[config.mk]
export PLATFORM = sky130hd
export DESIGN_NAME = axi4_lite_slave
export DESIGN_NICKNAME = d
export VERILOG_FILES = /design/src/rtl/axi4_lite_slave.sv
export SDC_FILE = /design/constraint.sdc
export NUM_CORES = 1
export LEC_CHECK = 0
export CORE_UTILIZATION = 30
export CTS_CLUSTER_SIZE = 12
export DETAILED_ROUTE_END_ITERATION = 8
export PLACE_DENSITY = 0.58
export SLEW_MARGIN = 20
export SYNTH_ARGS = -nofsm -noshare
export SYNTH_HDL_FRONTEND = slang
export SYNTH_SLANG_ARGS = --single-unit
[constraint.sdc]
create_clock -name iCLK -period 2.4 [get_ports iCLK]
set_clock_uncertainty 0.15 [all_clocks]
set_input_delay 0.48 -clock iCLK [delete_from_list [all_inputs] [get_ports iCLK]]
set_output_delay 0.48 -clock iCLK [all_outputs]
set_load 0.01 [all_outputs]
[src/rtl/axi4_lite_slave.sv]
// rtl/axi4_lite_slave.sv - AXI4-Lite register bank responder with byte strobes and independent AW/W acceptance
// Optional AXI4_LITE_SLAVE_SLVERR_EN: out-of-range accesses answer SLVERR instead of OKAY.
module axi4_lite_slave #(
  parameter int          NUM_REGS  = 16,
  parameter logic [31:0] BASE_ADDR = 32'h0000_0000
) (
  input  logic                     iCLK,
  input  logic                     iRST,
  input  logic                     s_AWVALID,
  output logic                     s_AWREADY,
  input  logic [31:0]              s_AWADDR,
  input  logic [2:0]               s_AWPROT,
  input  logic                     s_WVALID,
  output logic                     s_WREADY,
  input  logic [31:0]              s_WDATA,
  input  logic [3:0]               s_WSTRB,
  output logic                     s_BVALID,
  input  logic                     s_BREADY,
  output logic [1:0]               s_BRESP,
  input  logic                     s_ARVALID,
  output logic                     s_ARREADY,
  input  logic [31:0]              s_ARADDR,
  input  logic [2:0]               s_ARPROT,
  output logic                     s_RVALID,
  input  logic                     s_RREADY,
  output logic [31:0]              s_RDATA,
  output logic [1:0]               s_RRESP,
  output logic [NUM_REGS*32-1:0]   oREGS
);

  localparam int IDX_W = $clog2(NUM_REGS);

  logic [31:0] regs [NUM_REGS];

  logic        aw_held;
  logic [31:0] aw_addr_q;
  logic        w_held;
  logic [31:0] w_data_q;
  logic [3:0]  w_strb_q;
  logic        bvalid_q;
  logic        rvalid_q;
  logic [31:0] rdata_q;

  logic             aw_hs;
  logic             w_hs;
  logic             commit;
  logic [31:0]      wr_addr;
  logic [31:0]      wr_data;
  logic [3:0]       wr_strb;
  logic [IDX_W-1:0] wr_idx;
  logic             wr_in_range;
  logic             ar_hs;
  logic [IDX_W-1:0] ar_idx;
  logic             ar_in_range;

  assign s_AWREADY = !aw_held && !bvalid_q;
  assign s_WREADY  = !w_held && !bvalid_q;
  assign s_ARREADY = !rvalid_q;
  assign s_BVALID  = bvalid_q;
  assign s_RVALID  = rvalid_q;
  assign s_RDATA   = rdata_q;

  assign aw_hs = s_AWVALID && s_AWREADY;
  assign w_hs  = s_WVALID && s_WREADY;

  // Each half of a write is available either from its holding register or from a live handshake.
  assign commit  = (aw_held || aw_hs) && (w_held || w_hs);
  assign wr_addr = aw_held ? aw_addr_q : s_AWADDR;
  assign wr_data = w_held ? w_data_q : s_WDATA;
  assign wr_strb = w_held ? w_strb_q : s_WSTRB;

  assign wr_idx      = wr_addr[IDX_W+1:2];
  assign wr_in_range = (wr_addr[31:IDX_W+2] == BASE_ADDR[31:IDX_W+2]);

  assign ar_hs       = s_ARVALID && s_ARREADY;
  assign ar_idx      = s_ARADDR[IDX_W+1:2];
  assign ar_in_range = (s_ARADDR[31:IDX_W+2] == BASE_ADDR[31:IDX_W+2]);

  logic unused;
  assign unused = ^{s_AWPROT, s_ARPROT, wr_addr[1:0], s_ARADDR[1:0]};

  always_ff @(posedge iCLK or negedge iRST) begin
    if (!iRST) begin
      aw_held   <= 1'b0;
      aw_addr_q <= '0;
      w_held    <= 1'b0;
      w_data_q  <= '0;
      w_strb_q  <= '0;
      bvalid_q  <= 1'b0;
      for (int k = 0; k < NUM_REGS; k++) begin
        regs[k] <= '0;
      end
    end else begin
      if (commit) begin
        aw_held  <= 1'b0;
        w_held   <= 1'b0;
        bvalid_q <= 1'b1;
        if (wr_in_range) begin
          for (int i = 0; i < 4; i++) begin
            if (wr_strb[i]) begin
              regs[wr_idx][8*i +: 8] <= wr_data[8*i +: 8];
            end
          end
        end
      end else begin
        if (aw_hs) begin
          aw_held   <= 1'b1;
          aw_addr_q <= s_AWADDR;
        end
        if (w_hs) begin
          w_held   <= 1'b1;
          w_data_q <= s_WDATA;
          w_strb_q <= s_WSTRB;
        end
        if (bvalid_q && s_BREADY) begin
          bvalid_q <= 1'b0;
        end
      end
    end
  end

  // Reads sample the pre-edge register value, so a same-edge write is not visible yet.
  always_ff @(posedge iCLK or negedge iRST) begin
    if (!iRST) begin
      rvalid_q <= 1'b0;
      rdata_q  <= '0;
    end else if (ar_hs) begin
      rvalid_q <= 1'b1;
      rdata_q  <= ar_in_range ? regs[ar_idx] : 32'h0;
    end else if (rvalid_q && s_RREADY) begin
      rvalid_q <= 1'b0;
    end
  end

`ifdef AXI4_LITE_SLAVE_SLVERR_EN
  logic [1:0] bresp_q;
  logic [1:0] rresp_q;

  always_ff @(posedge iCLK or negedge iRST) begin
    if (!iRST) begin
      bresp_q <= 2'b00;
      rresp_q <= 2'b00;
    end else begin
      if (commit) begin
        bresp_q <= wr_in_range ? 2'b00 : 2'b10;
      end
      if (ar_hs) begin
        rresp_q <= ar_in_range ? 2'b00 : 2'b10;
      end
    end
  end

  assign s_BRESP = bresp_q;
  assign s_RRESP = rresp_q;
`else
  assign s_BRESP = 2'b00;
  assign s_RRESP = 2'b00;
`endif

  for (genvar k = 0; k < NUM_REGS; k++) begin : g_out
    assign oREGS[32*k +: 32] = regs[k];
  end

endmodule

After elaboration in Yosys (flattened, before gate mapping)
Index checks and enable logic that the tools add are counted.
{ "totals": {"word_cells": 91, "out_inout_bits": 553, "reg_bits": 616, "input_bits": 113} }
{ "op_classes": {"bitwise": 3, "magnitude_cmp": 3, "n_mux": 37, "n_reduce_logical": 24} }
{ "ops": {"columns": ["op", "count"], "rows": [
  ["$mux 512", 10],
  ["$bwmux 512", 4],
  ["$demux 32 s4", 4],
  ["$mux 32", 6],
  ["$bmux 32 s4", 1],
  ["$logic_not 26->1", 2],
  ["$mux 24", 1],
  ["$mux 16", 1],
  ["$ge 5x5->1 const B", 2],
  ["$not 4->5", 2],
  ["$logic_and 1x1->1", 9],
  ["$mux 1", 8],
  ["$mux 8", 1],
  ["$reduce_bool 2->1", 4],
  ["$reduce_and 2->1", 3],
  ["$lt 5x1->1 const B", 1],
  ["$logic_not 1->1", 4],
  ["$mux 4", 1],
  ["$logic_or 1x1->1", 2],
  ["$not 1->1", 1]
]} }

Depth between registers and ports, before layout
Gate-level depths: netlist of the first run.
{ "logic_depth": {"ltp_word": 20, "depth_mapped": 7, "depth_no_buf": 5} }

Least setup slack after synthesis of the first run
No wires, ideal clock.
{ "synth_path": {"kind": "in2reg", "from": "input s_ARADDR[2]", "to": "register rdata_q[23], in the netlist s_RDATA[23]", "setup_ps": 121, "cell_stages": 6, "n_path_buf": 2, "path_slack_ps": -35, "required_ps": 2129, "arrival_ps": 2164, "cell_sequence": "buf_2 > buf_1 > mux4_2 > a22oi_1 > nand2_1 > a22o_1"} }
{ "synth_between": {"elab_chain_len": 5} }
{ "synth_lines": {"columns": ["item", "line", "text"], "rows": [
  ["start, declared", "22", "input logic [31:0] s_ARADDR,"],
  ["$not 4->5 (implied by the code)", "129", "rdata_q <= ar_in_range ? regs[ar_idx] : 32'h0;"],
  ["$bmux 32 s4", "129", null],
  ["$mux 32 (implied by the code) (2 in series)", "129", null],
  ["$mux 32", "129", null],
  ["end signal, assigned", "129", null],
  ["end, declared", "42", "logic [31:0] rdata_q;"]
]} }
Every way passes these cells. The select of a mux whose other input is x is not followed.
A chain may end at the register's enable or synchronous reset.

Final worst setup path of the first run
{ "layout_path": {"from": "input s_AWADDR[9]", "to": "register regs (netlist bit oREGS[305])"} }
{ "layout_between": {"elab_chain_len": 3} }
{ "layout_lines": {"columns": ["item", "line", "text"], "rows": [
  ["start, declared", "11", "input logic [31:0] s_AWADDR,"],
  ["$mux 32", "68", "assign wr_addr = aw_held ? aw_addr_q : s_AWADDR;"],
  ["$logic_not 26->1", "73", "assign wr_in_range = (wr_addr[31:IDX_W+2] == BASE_ADDR[31:IDX_W+2]);"],
  ["$reduce_and 2->1 (no source line)", null, null],
  ["end signal, assigned by index", "101", "regs[wr_idx][8*i +: 8] <= wr_data[8*i +: 8];"],
  ["end, declared", "33", "logic [31:0] regs [NUM_REGS];"]
]} }
Every way passes these cells.

==> results of run 1 <==
## path summary, 6_finish.rpt
path,slack (ns),cells after the start,to,start
max in group asynchronous,1.04,4,oREGS[452]$_DFFE_PN0P_,iRST
worst max-delay path,-0.09,9,oREGS[305]$_DFFE_PN0P_,s_AWADDR[9]
min in group iCLK,0.31,5,s_RDATA[8]$_DFFE_PN0P_,s_ARADDR[3]
worst min register to register,0.35,1,w_data_q[0]$_DFFE_PN0P_,w_data_q[0]$_DFFE_PN0P_
worst max register to register,-0.03,8,oREGS[305]$_DFFE_PN0P_,aw_addr_q[12]$_DFFE_PN0P_
worst min-delay path,0.25,2,oREGS[177]$_DFFE_PN0P_,iRST
## flip-flops by register name, indices dropped and copies added (netlist names)
signal     cells
w_held         1
s_RDATA       32
w_data_q      32
s_RVALID       1
aw_addr_q     30
w_strb_q       4
aw_held        1
oREGS        512
s_BVALID       1
## metal layers
layer | vias to the layer above | GRT usage, %
met5 | - | 0
met4 | 8 | 7.459
met3 | 174 | 4.705
met2 | 759 | 38.48
met1 | 10816 | 27.99
li1 | 8503 | -
## layout by cell type (no fill, tap or decap), types with 6 or more instances in the layout
cell type | netlist | layout
clkdlybuf4s50_1 | 0 | 646
dfrtp_1 | 614 | 613
mux2_2 | 582 | 572
mux4_2 | 128 | 128
buf_4 | 14 | 123
buf_12 | 0 | 96
clkbuf_16 | 0 | 73
nand4_4 | 60 | 63
a22oi_1 | 62 | 62
mux2_4 | 0 | 36
nand2_1 | 36 | 35
a22o_1 | 32 | 32
buf_6 | 1 | 19
clkbuf_8 | 0 | 15
nor2_2 | 15 | 12
clkbuf_1 | 66 | 11
nor4_1 | 17 | 10
nor2_4 | 4 | 10
clkinv_2 | 0 | 9
buf_8 | 8 | 9
nor2_1 | 10 | 7
inv_1 | 6 | 6
nor4_2 | 0 | 6
bufinv_16 | 0 | 6
## synth_stat cells (all sizes together) (2+ instances only)
cell type / n
clkbuf: 66
inv: 6
o21ai: 4
a21oi: 3
a22o: 32
buf: 51
nor2: 29
a31oi: 2
and3b: 2
mux4: 128
mux2i: 6
a32oi: 2
nand3: 2
o32a: 2
nand2: 36
nor3: 6
nor2b: 5
mux2: 608
dfrtp: 614
nand3b: 2
nor4: 17
nand4: 67
a22oi: 62
## power by group through the flow
stage | sequential (mW) | clock, mW | combinational [mW]
2_1_floorplan | 11.4 | 0 | 2.56
5_1_grt | 11.4 | 11.7 | 5.02
3_3_place_gp | 11.4 | 0 | 4.39
4_1_cts | 11.3 | 11.3 | 4.66
3_5_place_dp | 11.5 | 0 | 4.50
6_report | 11.3 | 11.1 | 4.65
## cell type report
type	instances	area share, %
diodes	2	0.01189
clock buffers	99	4.928
clock inverters	21	0.6925
inverters	6	0.05350
multi-input cells	1026	30.74
flip-flops and latches	614	36.51
well taps	1254	3.727
repair buffers	901	23.34
## repair_timing
action                                  in CTS  in global routing
pin swaps                                   49                 21
buffers inserted                            24                  5
endpoints found under the setup margin     515                513
cloned                                       9                  0
gates resized for setup                     88                 26
hold buffers                                 1                  0
hold endpoints to repair                    67                  0
## cell families after synthesis
| logic type | Yosys count | synth area share, % |
|---|---|---|
| AOI/OAI and AO/OA | 111 | 3.087 |
| buffers and inverters | 123 | 2.238 |
| DFF | 614 | 53.77 |
| muxes | 742 | 34.26 |
| other | 1 | 0.01312 |
| and+or+nand+nor | 169 | 6.626 |
## worst max-delay path: cells and delay by family
kind	cells	cell delay, ns
buffers and inverters	4	0.91
multiplexers	2	0.57
AND/OR/NAND/NOR	3	0.84
## metrics by stage
step                instances  hold slack, ns
floorplan                1763         0.03441
global placement         3769          0.2812
detailed placement       3769          0.2803
CTS                      3923          0.2101
global route             3923          0.2542
finish                   3923          0.2450
==> metrics.yaml, run 1 <==
outcome:
  status: "complete, but fails checks"
  violations: "setup timing"
die:
  dieArea_um2: 96480
  core_um2: 93890
  rows: 112
  start_util_pct: 30.43
  io_pins: 666
  chipWidth_um: 310.6
  die_h_um: 310.6
setup_path:
  critical_path.endpoint_type: "flop"
  required_ns: 2.73
  arrival_ns: 2.81
  crit_chain: "clkdlybuf4s50_1 -> nor4_2 -> nand4_1 -> mux2i_4 -> buf_12 -> buf_12 -> buf_16 -> nand4_4 -> mux2_4"
  path_class: "input pin to flop"
  cp_max_fo: 8
  crit_path_start_kind: "input pin"
  critPathSlowestCell: "clkdlybuf4s50_1"
  cpMostUsedCell: "buf_12"
  cpPeakStageDelay_ns: 0.44
power_and_ir_drop:
  power_frac_comb_pct: 17.2
  powerDensity_nw_per_um2: 642.4
  cellInternalPower_mw: 19.46
  pwr-share-clk_pct: 40.9
  ir_drop_mv: 0.4742
  power_mw: 27.04
  p_sw_mw: 7.583
  seq_power_share_pct: 41.9
  p_leak_nw: 19.69
  sw_frac_of_total_pct: 28.04
place:
  dp_hpwl_um: 81050
  gp_congestion: 0.8341
  pre_cts_ws_ns: -0.9626
  dpl_cell_area_um2: 38820
  numPortBuffers: 651
sta:
  report.final.slew_viol_count: 0
  rsz0062_at_grt: "yes"
  fmaxAchievable_mhz: 402.2
  setup_viol: 197
  final.setup.tns_ns: -5.260
  min_period_ns: 2.486
  setup_ws_ns: -0.08633
  post-route-period-util_pct: 103.6
  hold_violations: 0
routing:
  ant_nets: 0
  met1_length_um: 44610
  wl_met2_um: 54880
  wl_per_cell_um: 27.86
  vias_per_cell: 5.164
  first_iter_violations: 1192
  routed_wl_um: 109300
  top_layer: "met5"
  drt-pass1-iter-count: 5
  drc: 0
  wl_met3_um: 6321
  dr_total_vias: 20260
global_routing:
  grt_pass1_vias: 22056
  antenna_found_initial: 8
  grt_pass1_wl_um: 160000
  grt_use_total_pct: 22.44
  grt-ovfl-total: 0
  grt_max_degree: 83
clock_network:
  numClockSinks: 614
  path_clk_slew_ns: 0.07
  cts_tree: "built"
  clock_latency_ns: 0.60
  ctsRootBufferMaster: "clkbuf_16"
  cts_buffer_depth: 3
  cts_max_level: 3
  numCtsBuffers: 72
layout:
  area_growth_pct: 47.33
  fin_area_um2: 42100
  layout-drive-gt1-share_pct: 45.33
  finalNetCount: 2734
  nFillCells: 8346
  multiInputGateArea_um2: 12940
  final-seq-area_um2: 15370
  fin_util_pct: 44.84
synth:
  syn_area_per_cell_um2: 16.23
  synth.top_cells.by_area: "dfrtp_1 (54%), mux2_2 (23%), mux4_2 (10%)"
  synth_edf_count: 0
  ys_warn_count: 0
  synth_seq_cells: 614
  yosysTopAreaCell: "dfrtp_1"
  syn_inst: 1760
  ys_types: 41
  synth_top_cell_area_share_pct: 53.77
  ys.flop_type: "dfrtp_1"
  synth_seq_area_share_pct: 53.77
  syn_area_um2: 28570
  async_reset_ff_share_pct: 100.0
worst_hold_path:
  hp-class: "input pin to async pin"
flow_run:
  cap_violations: 0
No activity file was read; power rests on OpenSTA's default activity.
==> run 2, diff against run 1 <==
- clock period: 2.4 -> 3 ns (I/O delays scaled with it)
==> run 2 against run 1 <==
Clock power fell by 21%. Non-clock buffer count fell by 61. First-iteration DRC count fell by 9.0%. The flow now finishes without violations. Total power fell by 22%. Die area did not move. Hold slack improved by 0.073 ns. Cell count fell by 1.3%. Sequential cell count did not move. Design area fell by 2.4%. Utilization fell by 1.1 points.
==> metrics.yaml, run 2 (synthesized netlist as in run 1, its figures left out) <==
outcome:
  status: "complete, no violations"
setup_path:
  path_class: "flop to output port"
  cpPeakStageDelay_ns: 0.66  # +0.22 ns
  critical_path.endpoint_type: "output port"
  required_ns: 2.25  # -0.48 ns
  critPathSlowestCell: "dfrtp_4"
  crit_path_start_kind: "flop"
  crit_chain: "nor2_1 -> clkdlybuf4s50_1"
  arrival_ns: 2.15  # -0.66 ns
  cp_max_fo: 19  # +11
routing:
  ant_nets: 0  # unchanged
  vias_per_cell: 5.139  # -0.49%
  wl_per_cell_um: 28.08  # +0.76%
  first_iter_violations: 1085  # -9.0%
  dr_total_vias: 19899  # -1.8%
  routed_wl_um: 108700  # -0.55%
  drt-pass1-iter-count: 5  # unchanged
  drc: 0  # unchanged
power_and_ir_drop:
  power_frac_comb_pct: 15.2  # -2.0 points
  cellInternalPower_mw: 15.15  # -22%
  seq_power_share_pct: 43.2  # +1.3 points
  p_leak_nw: 19.18  # -2.6%
  ir_drop_mv: 0.4033  # -15%
  powerDensity_nw_per_um2: 511.7  # -20%
  p_sw_mw: 5.874  # -23%
  pwr-share-clk_pct: 41.6  # +0.7 points
  sw_frac_of_total_pct: 27.94  # -0.10 points
clock_network:
  clock_latency_ns: 0.60  # about the same
  cts_max_level: 3  # unchanged
  ctsRootBufferMaster: "clkbuf_16"
  cts_buffer_depth: 3  # unchanged
  path_clk_slew_ns: 0.06  # about the same
  numCtsBuffers: 73  # +1.4%
  numClockSinks: 614  # unchanged
  cts_resized: 0  # -100%
  cts_tree: "built"
place:
  numPortBuffers: 651  # unchanged
  gp_congestion: 0.8364  # +0.28%
  dp_hpwl_um: 77760  # -4.1%
die:
  chipWidth_um: 310.6  # unchanged
  start_util_pct: 30.43  # unchanged
  die_h_um: 310.6  # unchanged
  rows: 112  # unchanged
  dieArea_um2: 96480  # unchanged
  io_pins: 666  # unchanged
  core_um2: 93890  # unchanged
worst_hold_path:
  hp-class: "input pin to async pin"
global_routing:
  grt_max_degree: 65  # -22%
  grt_pass1_vias: 21344  # -3.2%
  grt_use_total_pct: 22.18  # -0.26 points
  antenna_found_initial: 12  # +4
  grt-ovfl-total: 0  # unchanged
  grt_pass1_wl_um: 156300  # -2.4%
layout:
  area_growth_pct: 43.80
  mostFrequentLayoutCell: "clkdlybuf4s50_1"
  mostFrequentLayoutCells: "clkdlybuf4s50_1 (648), dfrtp_1 (613), mux2_2 (582), mux4_2 (128), buf_12 (95)"
  layout-drive-gt1-share_pct: 42.33  # -3.0 points
  largest_reg_flops: 512  # unchanged
  fin_util_pct: 43.76  # -1.1 points
  finalNetCount: 2674  # -2.2%
  nFillCells: 8300  # -0.55%
flow_run:
  cap_violations: 0  # unchanged
sta:
  rsz0062_at_grt: "no"
  setup_viol: 0  # -100%
  hold_violations: 0  # unchanged
  min_period_ns: 2.902
  report.final.slew_viol_count: 0  # unchanged
  slew_headroom_pct: 35.47
  worstMarginPinSlew_ns: 0.9657
  fmaxAchievable_mhz: 344.6
  final.setup.tns_ns: 0  # +5.260 ns
  post-route-period-util_pct: 96.73
run 2: changes by cell type in the layout (fill, tap and decap cells not counted), moves of 4 or more:
cell,change
buf_16,-5
buf_4,-30
buf_6,-18
buf_8,-7
clkbuf_1,+7
mux2_1,+26
mux2_2,+10
mux2_4,-36
nor2_4,-4
nor4_1,+7
nor4_2,-6
run 2: power by group through the flow:
stage | clock network, mW | logic (mW) | registers (mW)
3_3_place_gp | 0 | 3.14 | 9.19
5_1_grt | 9.26 | 3.47 | 9.15
2_1_floorplan | 0 | 2.05 | 9.09
4_1_cts | 8.95 | 3.26 | 9.08
3_5_place_dp | 0 | 3.25 | 9.23
6_report | 8.74 | 3.20 | 9.08
run 2: area by class of cell:
| cell class | count | area (um2) | area share [%] |
|---|---|---|---|
| flip-flops and latches | 614 | 15370 | 37.41 |
| multi-input cells | 1026 | 12640 | 30.76 |
| repair buffers | 840 | 9138 | 22.24 |
| clock buffers | 107 | 2137 | 5.201 |
| well taps | 1254 | 1569 | 3.819 |
| clock inverters | 22 | 206.4 | 0.5025 |
| inverters | 6 | 22.52 | 0.05482 |
| diodes | 3 | 7.507 | 0.01827 |
run 2: worst max-delay path, delay by kind of cell, from the launching register on:
family	cells	cell delay (ns)
flops	1	0.66
buf+inv	1	0.59
simple gates	1	0.30
run 2: per-stage QoR:
stage                     hold slack (ns)  instances  worst slack (ns)  area [um2]  power [mW]
after floorplan                    0.1544       1763            0.4447       28580       11.14
after global placement             0.3310       3739           -0.3458       38720       12.34
after detailed placement           0.3371       3739           -0.3822       38720       12.48
after CTS                          0.3508       3869           0.01763       41080       21.29
after global routing               0.3629       3871           0.01650       41080       21.88
final                              0.3176       3872           0.09813       41090       21.03
run 2: what timing repair did:
action | 4_1_cts | 5_1_grt
hold endpoints to repair | 42 | 0
hold buffers | 1 | 0
setup buffers | 0 | 0
run 2: routing by layer:
| metal | wire, um | up-vias | global-route usage, % |
|---|---|---|---|
| li1 | - | 8371 | - |
| met1 | 44880 | 10621 | 27.76 |
| met2 | 53560 | 690 | 37.49 |
| met3 | 6734 | 199 | 5.339 |
| met4 | 3425 | 18 | 7.144 |
| met5 | 115 | - | 0 |
run 2: path summary, 6_finish.rpt:
path | slack (ns) | startpoint | depth (start not counted) | end
setup / recovery | 0.1 | w_held$_DFFE_PN0P_ | 2 | s_WREADY
max in group asynchronous | 1.21 | iRST | 3 | oREGS[323]$_DFFE_PN0P_
hold / removal | 0.32 | iRST | 2 | oREGS[426]$_DFFE_PN0P_
min in group iCLK | 0.35 | w_data_q[13]$_DFFE_PN0P_ | 1 | w_data_q[13]$_DFFE_PN0P_
hold reg to reg | 0.35 | w_data_q[13]$_DFFE_PN0P_ | 1 | w_data_q[13]$_DFFE_PN0P_
setup reg to reg | 0.24 | w_held$_DFFE_PN0P_ | 5 | oREGS[109]$_DFFE_PN0P_
